<file path="src/rtl/keypad_pkg.sv">
// Shared definitions for the 4x4 keypad far-end model: state codes, scan codes,
// LFSR polynomial and key-index field helpers.
package keypad_pkg;

    typedef enum logic [3:0] {
        IDLE       = 4'b0001,
        BOUNCE_IN  = 4'b0010,
        HOLD       = 4'b0100,
        BOUNCE_OUT = 4'b1000
    } kp_state_t;

    // Active-low column drive codes as produced by the scanner
    localparam logic [3:0] CIDLE    = 4'b0000;
    localparam logic [3:0] C3       = 4'b0111;
    localparam logic [3:0] C2       = 4'b1011;
    localparam logic [3:0] C1       = 4'b1101;
    localparam logic [3:0] C0       = 4'b1110;
    localparam logic [3:0] ROW_IDLE = 4'b1111;

    // x^8 + x^6 + x^5 + x^4 + 1 -> feedback from bits 7,5,4,3
    localparam logic [7:0] LFSR_TAPS = 8'hB8;

    localparam int KEY_R_LSB = 2;
    localparam int KEY_C_LSB = 0;

    function automatic logic [1:0] key_row(input logic [3:0] key);
        return key[KEY_R_LSB +: 2];
    endfunction

    function automatic logic [1:0] key_col(input logic [3:0] key);
        return key[KEY_C_LSB +: 2];
    endfunction

endpackage

</file>
<file path="src/rtl/bounce_lfsr.sv">
// Free-running 8-bit Fibonacci LFSR producing a 1..8 cycle segment length
// for bounce generation; reusable by other noise models.
module bounce_lfsr
    import keypad_pkg::*;
#(
    parameter logic [7:0] SEED = 8'hA5
) (
    input  logic       CLK,
    input  logic       rst,
    input  logic       i_en,
    output logic [3:0] o_seg
);

    logic [7:0] r_lfsr;

    always_ff @(posedge CLK or posedge rst) begin
        if (rst) begin
            r_lfsr <= SEED;
        end else if (i_en) begin
            r_lfsr <= {r_lfsr[6:0], ^(r_lfsr & LFSR_TAPS)};
        end
    end

    assign o_seg = {1'b0, r_lfsr[2:0]} + 4'd1;

endmodule

</file>
<file path="config.mk">
export PLATFORM = sky130hd
export DESIGN_NAME = bounce_lfsr
export DESIGN_NICKNAME = d
export VERILOG_FILES = /design/src/rtl/keypad_pkg.sv /design/src/rtl/bounce_lfsr.sv
export SDC_FILE = /design/constraint.sdc
export NUM_CORES = 1
export LEC_CHECK = 0
export CORE_AREA = 2 2 39 41
export DETAILED_ROUTE_END_ITERATION = 6
export DIE_AREA = 0 0 41 43
export PLACE_DENSITY_LB_ADDON = 0.3
export REMOVE_ABC_BUFFERS = 1
export SLEW_MARGIN = 10
export SYNTH_ARGS = -nofsm -noshare
export SYNTH_HDL_FRONTEND = slang
export SYNTH_SLANG_ARGS = --single-unit
</file>
<file path="constraint.sdc">
create_clock -name CLK -period 1.7 [get_ports CLK]
set_input_delay 0.51 -clock CLK [delete_from_list [all_inputs] [get_ports CLK]]
set_output_delay 0.51 -clock CLK [all_outputs]
set_load 0.005 [all_outputs]
</file>
==> results of run 1 <==
[cell families (layout without fill, tap and decap cells)]
logic type | count (synthesis) | in the layout | share of synthesized area [%]
buffers and inverters | 3 | 18 | 3.48
xor gates and xnor gates | 4 | 4 | 9.76
muxes | 7 | 7 | 22.0
and+or+nand+nor | 2 | 2 | 2.79
adders and majority gates | 1 | 1 | 3.48
AOI/OAI and AO/OA | 1 | 1 | 1.39
DFF | 8 | 8 | 57.1
[worst max-delay path, delay by kind of cell (launching register included)]
kind / cells / cell delay [ns]
flip-flops: 1 / 0.56
adder cells (fa/ha/maj): 1 / 0.13
buffers and inverters: 1 / 0.12
XOR/XNOR: 1 / 0.11
[area by class of cell]
type | count | area share [%]
clock buffer | 4 | 5.19
inverter | 2 | 1.48
multi-input combinational | 15 | 30.4
sequential | 8 | 40.5
tap | 16 | 3.95
timing repair buffer | 12 | 18.5
[cell usage after synthesis]
master and count:
nor2_1 1, mux2_2 7, dfstp_2 4, inv_1 2
dfrtp_1 4, buf_2 1, xor2_1 1, ha_1 1
and3_1 1, xnor2_1 3, a21oi_1 1
[worst min path at each step]
stage | from | slack (ns) | end
final | rst | 0.50 | r_lfsr[4]$_DFFE_PP0P_
after global routing | r_lfsr[6]$_DFFE_PP0P_ | 0.53 | r_lfsr[6]$_DFFE_PP0P_
after floorplan | rst | 0.32 | r_lfsr[1]$_DFFE_PP0P_
after global placement | r_lfsr[6]$_DFFE_PP0P_ | 0.49 | r_lfsr[7]$_DFFE_PP1P_
after detailed placement | r_lfsr[6]$_DFFE_PP0P_ | 0.50 | r_lfsr[6]$_DFFE_PP0P_
after CTS | rst | 0.51 | r_lfsr[4]$_DFFE_PP0P_
[power by group through the flow]
stage / Sequential (mW) / Combinational, mW / Clock, mW
finish: 0.412 / 0.442 / 0.148
global route: 0.425 / 0.490 / 0.172
CTS: 0.400 / 0.423 / 0.155
detailed placement: 0.399 / 0.482 / 0
global placement: 0.390 / 0.477 / 0
floorplan: 0.388 / 0.248 / 0
[stage by stage]
| step | power [mW] | TNS, ns |
|---|---|---|
| final | 1.00 | 0 |
| after global routing | 1.09 | -0.0497 |
| after CTS | 0.978 | -0.00712 |
| after detailed placement | 0.881 | -0.196 |
| after global placement | 0.867 | -0.170 |
| after floorplan | 0.636 | 0 |
[repair_timing]
action,CTS,global route
resized for setup,14,3
buffers inserted,0,1
setup endpoints to repair,4,2
pin swaps,0,2
cloned,0,0
[routing by layer]
layer  vias to the layer above  track usage (%)
li1                        116                -
met1                       106             8.58
met2                         7             13.4
met3                         0             4.71
met4                         0             4.00
met5                         -                0
[placed cells by master, fill, tap and decap left out]
master,synthesis,layout
ha_4,0,1
nor2_1,1,1
clkdlybuf4s50_1,0,2
clkbuf_1,0,1
clkbuf_4,0,3
mux2_2,7,7
dfstp_2,4,4
buf_6,0,1
and3_1,1,1
buf_4,0,5
xnor2_1,3,3
buf_2,1,3
dfrtp_1,4,4
inv_1,2,2
a21oi_1,1,1
clkdlybuf4s15_1,0,1
xor2_1,1,1
==> flow_summary.ini, run 1 <==
[floorplan]
start_util_pct = 25.9
rows = 14
num_io_pins = 7
die-area_um2 = 1760
coreArea_um2 = 1380
die_x_um = 41
die_y_um = 43

[worst_setup_path]
r2r_start = r_lfsr[5]$_DFFE_PP1P_
crit_path_start = r_lfsr[0]$_DFFE_PP1P_
crit_fanout = 2
cpMaxStageDelayCell = dfstp_2
worstSetupEndpointType = output port
rr_worst_depth = 3
rrSetupSlack_ns = 0.71
required_ns = 1.19
criticalPathCategory = flip-flop to output port
critPathCapture = o_seg[2]
path_cells = ha_4 -> xor2_1 -> buf_2
crit_arrival_ns = 1.16
slowest_delay_ns = 0.56
r2r-end = r_lfsr[0]$_DFFE_PP1P_
cp-start-kind = flip-flop

[timing]
drv_slew = 0
max_freq_mhz = 598
slew_headroom_pct = 80.5
layout_setup_ws_ns = 0.0279
setup-violations-final = 0
finalCritPeriodShare_pct = 98.4
rsz0062_at_grt = true
final_hold_viol_count = 0
post-route-min-period_ns = 1.67
worst_hold_slack_ns = 0.500
worst_pin_slew_ns = 0.292
skew_ns = 0.00491

[routing]
dr_wl_met3_um = 38
routed_wl_um = 540
routed-wl-met2_um = 299
viasPerCell = 4.02
drc = 0
topRoutingLayerUsed = met3
drt_iter0_markers = 3
wl_met1_um = 201
wire_per_inst_um = 9.47
num_vias = 229
ant_nets = 0
firstDrtPassIters = 2

[clocking]
cts-root-buf = clkbuf_4
cts_max_path_buffers = 2
cts_tree = built
cts_hold_buf = 0
cts_made_buffers = 3
cts_sinks = 8
h-tree-depth = 1
clk_latency_ns = 0.24
path_clk_slew_ns = 0.05

[cells_and_area]
seqCellArea_um2 = 205
multiInputGateArea_um2 = 154
regMostFlops = r_lfsr
finalNetCount = 46
finish.utilization_pct = 36.6
final_area_um2 = 507
antenna_cells = 0
drive_above_1_share_pct = 58.5
nFillCells = 141
fin_cells = 57
largestRegisters = r_lfsr: 8 flops
largest_reg_flops = 8
area_growth_syn_to_layout_pct = 41.1

[grt]
grt_first_pass_wirelength_um = 972
grt_remaining_overflow = 0
grt_antenna_before_repair = 0
grt.total_usage_pct = 8.50
grt_pass1_vias = 248
grt_start_max_net_pins = 9

[place]
placedCellCount = 52
place_ws_ns = -0.123
place_congestion = 0.694
placed_cell_area_um2 = 472
numPortBuffers = 6

[power_and_ir_drop]
p_sw_share_pct = 29.2
power_density_nw_per_um2 = 1980
ir_worst_vdd_mv = 0.707
clock_power_share_pct = 14.8
power.switching_mw = 0.293
pwr-share-comb_pct = 44.1
leakagePower_nw = 0.222
p_int_mw = 0.709
seqPwrFrac_pct = 41.1

[yosys]
yosys_warnings = 0
syn_area_um2 = 359
yosys.area.top_type = dfstp_2
yosysSeqAreaShare_pct = 57.1
synthTopCellsByArea = dfstp_2 29%, dfrtp_1 28%, mux2_2 22%
postSynthAreaPerCell_um2 = 13.8
yosys.area.top_type_share_pct = 29.3
ys_ff_latch = 8
synth_cell_types = 11
syn_inst = 26

[run]
cap_violations = 0

[status]
outcome = finished, final reports clean

[hold_path]
hold_class = primary input to asynchronous set/reset pin
No activity file was read; power rests on OpenSTA's default activity.
==> run 2, diff against run 1 <==
--- a/config.mk
+++ b/config.mk
@@ -6,11 +6,12 @@
 export NUM_CORES = 1
 export LEC_CHECK = 0
 export CORE_AREA = 2 2 39 41
+export CTS_BUF_LIST = sky130_fd_sc_hd__clkbuf_4
 export DETAILED_ROUTE_END_ITERATION = 6
 export DIE_AREA = 0 0 41 43
 export PLACE_DENSITY_LB_ADDON = 0.3
 export REMOVE_ABC_BUFFERS = 1
-export SLEW_MARGIN = 10
+export SLEW_MARGIN = 20
 export SYNTH_ARGS = -nofsm -noshare
 export SYNTH_HDL_FRONTEND = slang
 export SYNTH_SLANG_ARGS = --single-unit
==> flow_summary.ini, run 2 (same netlist as run 1, synthesis figures left out) <==
[power_and_ir_drop]
ir_worst_vdd_mv = 0.707
p_int_mw = 0.725
clock_power_share_pct = 16.2
power.switching_mw = 0.290
power_density_nw_per_um2 = 1990
pwr-share-comb_pct = 43.3
p_sw_share_pct = 28.6
leakagePower_nw = 0.225
seqPwrFrac_pct = 40.5

[timing]
finalCritPeriodShare_pct = 98.4
rsz0062_at_grt = true
worst_hold_slack_ns = 0.500
final_hold_viol_count = 0
skew_ns = 0.00522
worst_pin_slew_ns = 0.292
slew_headroom_pct = 80.5
max_freq_mhz = 598
setup-violations-final = 0
post-route-min-period_ns = 1.67
drv_slew = 0

[worst_setup_path]
required_ns = 1.19
worstSetupEndpointType = output port
r2r-end = r_lfsr[0]$_DFFE_PP1P_
r2r_start = r_lfsr[5]$_DFFE_PP1P_
crit_fanout = 2
criticalPathCategory = flip-flop to output port
crit_arrival_ns = 1.16
rrSetupSlack_ns = 0.71
rr_worst_depth = 3
cp-start-kind = flip-flop

[hold_path]
hold_class = primary input to asynchronous set/reset pin

[clocking]
h-tree-depth = 1
cts_made_buffers = 3
clk_latency_ns = 0.25
cts_sinks = 8
cts-root-buf = clkbuf_4
cts_max_path_buffers = 2
cts_hold_buf = 0
cts_tree = built
path_clk_slew_ns = 0.06

[routing]
wire_per_inst_um = 8.98
routed_wl_um = 512
ant_nets = 0
drc = 0
viasPerCell = 3.95
num_vias = 225
drt_iter0_markers = 3
firstDrtPassIters = 2

[place]
numPortBuffers = 6
placedCellCount = 52
placed_cell_area_um2 = 472
place_congestion = 0.694

[grt]
grt_start_max_net_pins = 9
grt_pass1_vias = 226
grt.total_usage_pct = 8.10
grt_first_pass_wirelength_um = 917
grt_remaining_overflow = 0
grt_antenna_before_repair = 0

[cells_and_area]
largest_reg_flops = 8
most-common-layout-cells = 7 x mux2_2, 5 x buf_4, 4 x clkbuf_4, 4 x dfstp_2, 4 x dfrtp_1
regMostFlops = r_lfsr
finalNetCount = 46
drive_above_1_share_pct = 61.0
finish.utilization_pct = 36.9
nFillCells = 136
area_growth_syn_to_layout_pct = 42.2
antenna_cells = 0
layout_commonest_cell = mux2_2
final_area_um2 = 510
largestRegisters = r_lfsr: 8 flops
fin_cells = 57

[floorplan]
die_y_um = 43
die_x_um = 41
die-area_um2 = 1760
coreArea_um2 = 1380
start_util_pct = 25.9
rows = 14
num_io_pins = 7

[run]
cap_violations = 0

[status]
outcome = finished, final reports clean
==> run 2: cell counts in the layout (fill, tap and decap cells not counted) <==
No cell type changed its count.
==> run 2: timing repair <==
item | in CTS | in global routing
pin swaps | 0 | 2
endpoints found under the setup margin | 4 | 2
gates resized for setup | 14 | 3
cloned | 0 | 0
setup buffers | 0 | 1
==> run 2: power by group through the flow <==
stage          Sequential (mW)  Clock, mW  Combinational (mW)
2_1_floorplan            0.388          0               0.248
3_3_place_gp             0.390          0               0.477
3_5_place_dp             0.399          0               0.482
4_1_cts                  0.398      0.171               0.420
5_1_grt                  0.424      0.188               0.488
6_report                 0.411      0.164               0.440
==> run 2: metrics by stage <==
step                power, mW  setup TNS (ns)  setup slack (ns)
global placement        0.867          -0.170            -0.116
global route             1.10         -0.0497           -0.0311
detailed placement      0.881          -0.196            -0.123
finish                   1.01               0            0.0278
floorplan               0.636               0             0.341
CTS                     0.990        -0.00712          -0.00712
==> run 2: routing by layer <==
layer / track usage, % / share of wire (%) / up-vias
li1: - / - / 117
met1: 8.58 / 40 / 101
met2: 12.2 / 53 / 7
met3: 4.71 / 7.4 / 0
met4: 4.00 / 0 / 0
met5: 0 / 0 / -
==> run 2: how the worst max path moves through the flow <==
stage	start	end	slack, ns
global placement	r_lfsr[0]$_DFFE_PP1P_	o_seg[2]	-0.12
global route	r_lfsr[0]$_DFFE_PP1P_	o_seg[2]	-0.03
finish	r_lfsr[0]$_DFFE_PP1P_	o_seg[2]	0.03
CTS	r_lfsr[0]$_DFFE_PP1P_	o_seg[2]	-0.007
floorplan	r_lfsr[0]$_DFFE_PP1P_	o_seg[2]	0.34
detailed placement	r_lfsr[0]$_DFFE_PP1P_	o_seg[2]	-0.12
==> run 2: cell type report <==
class                   instances  area [µm²]  area share (%)
flip-flops and latches          8         205            40.2
multi-input cells              15         154            30.1
repair buffers                 12        93.8            18.4
clock buffers                   4        30.0            5.88
well taps                      16        20.0            3.92
inverters                       2        7.51            1.47
==> run 2: critical path, stage by stage (launching register included) <==
cell and delay, ns:
dfstp_2 0.56, ha_4 0.13, xor2_1 0.11, buf_2 0.12
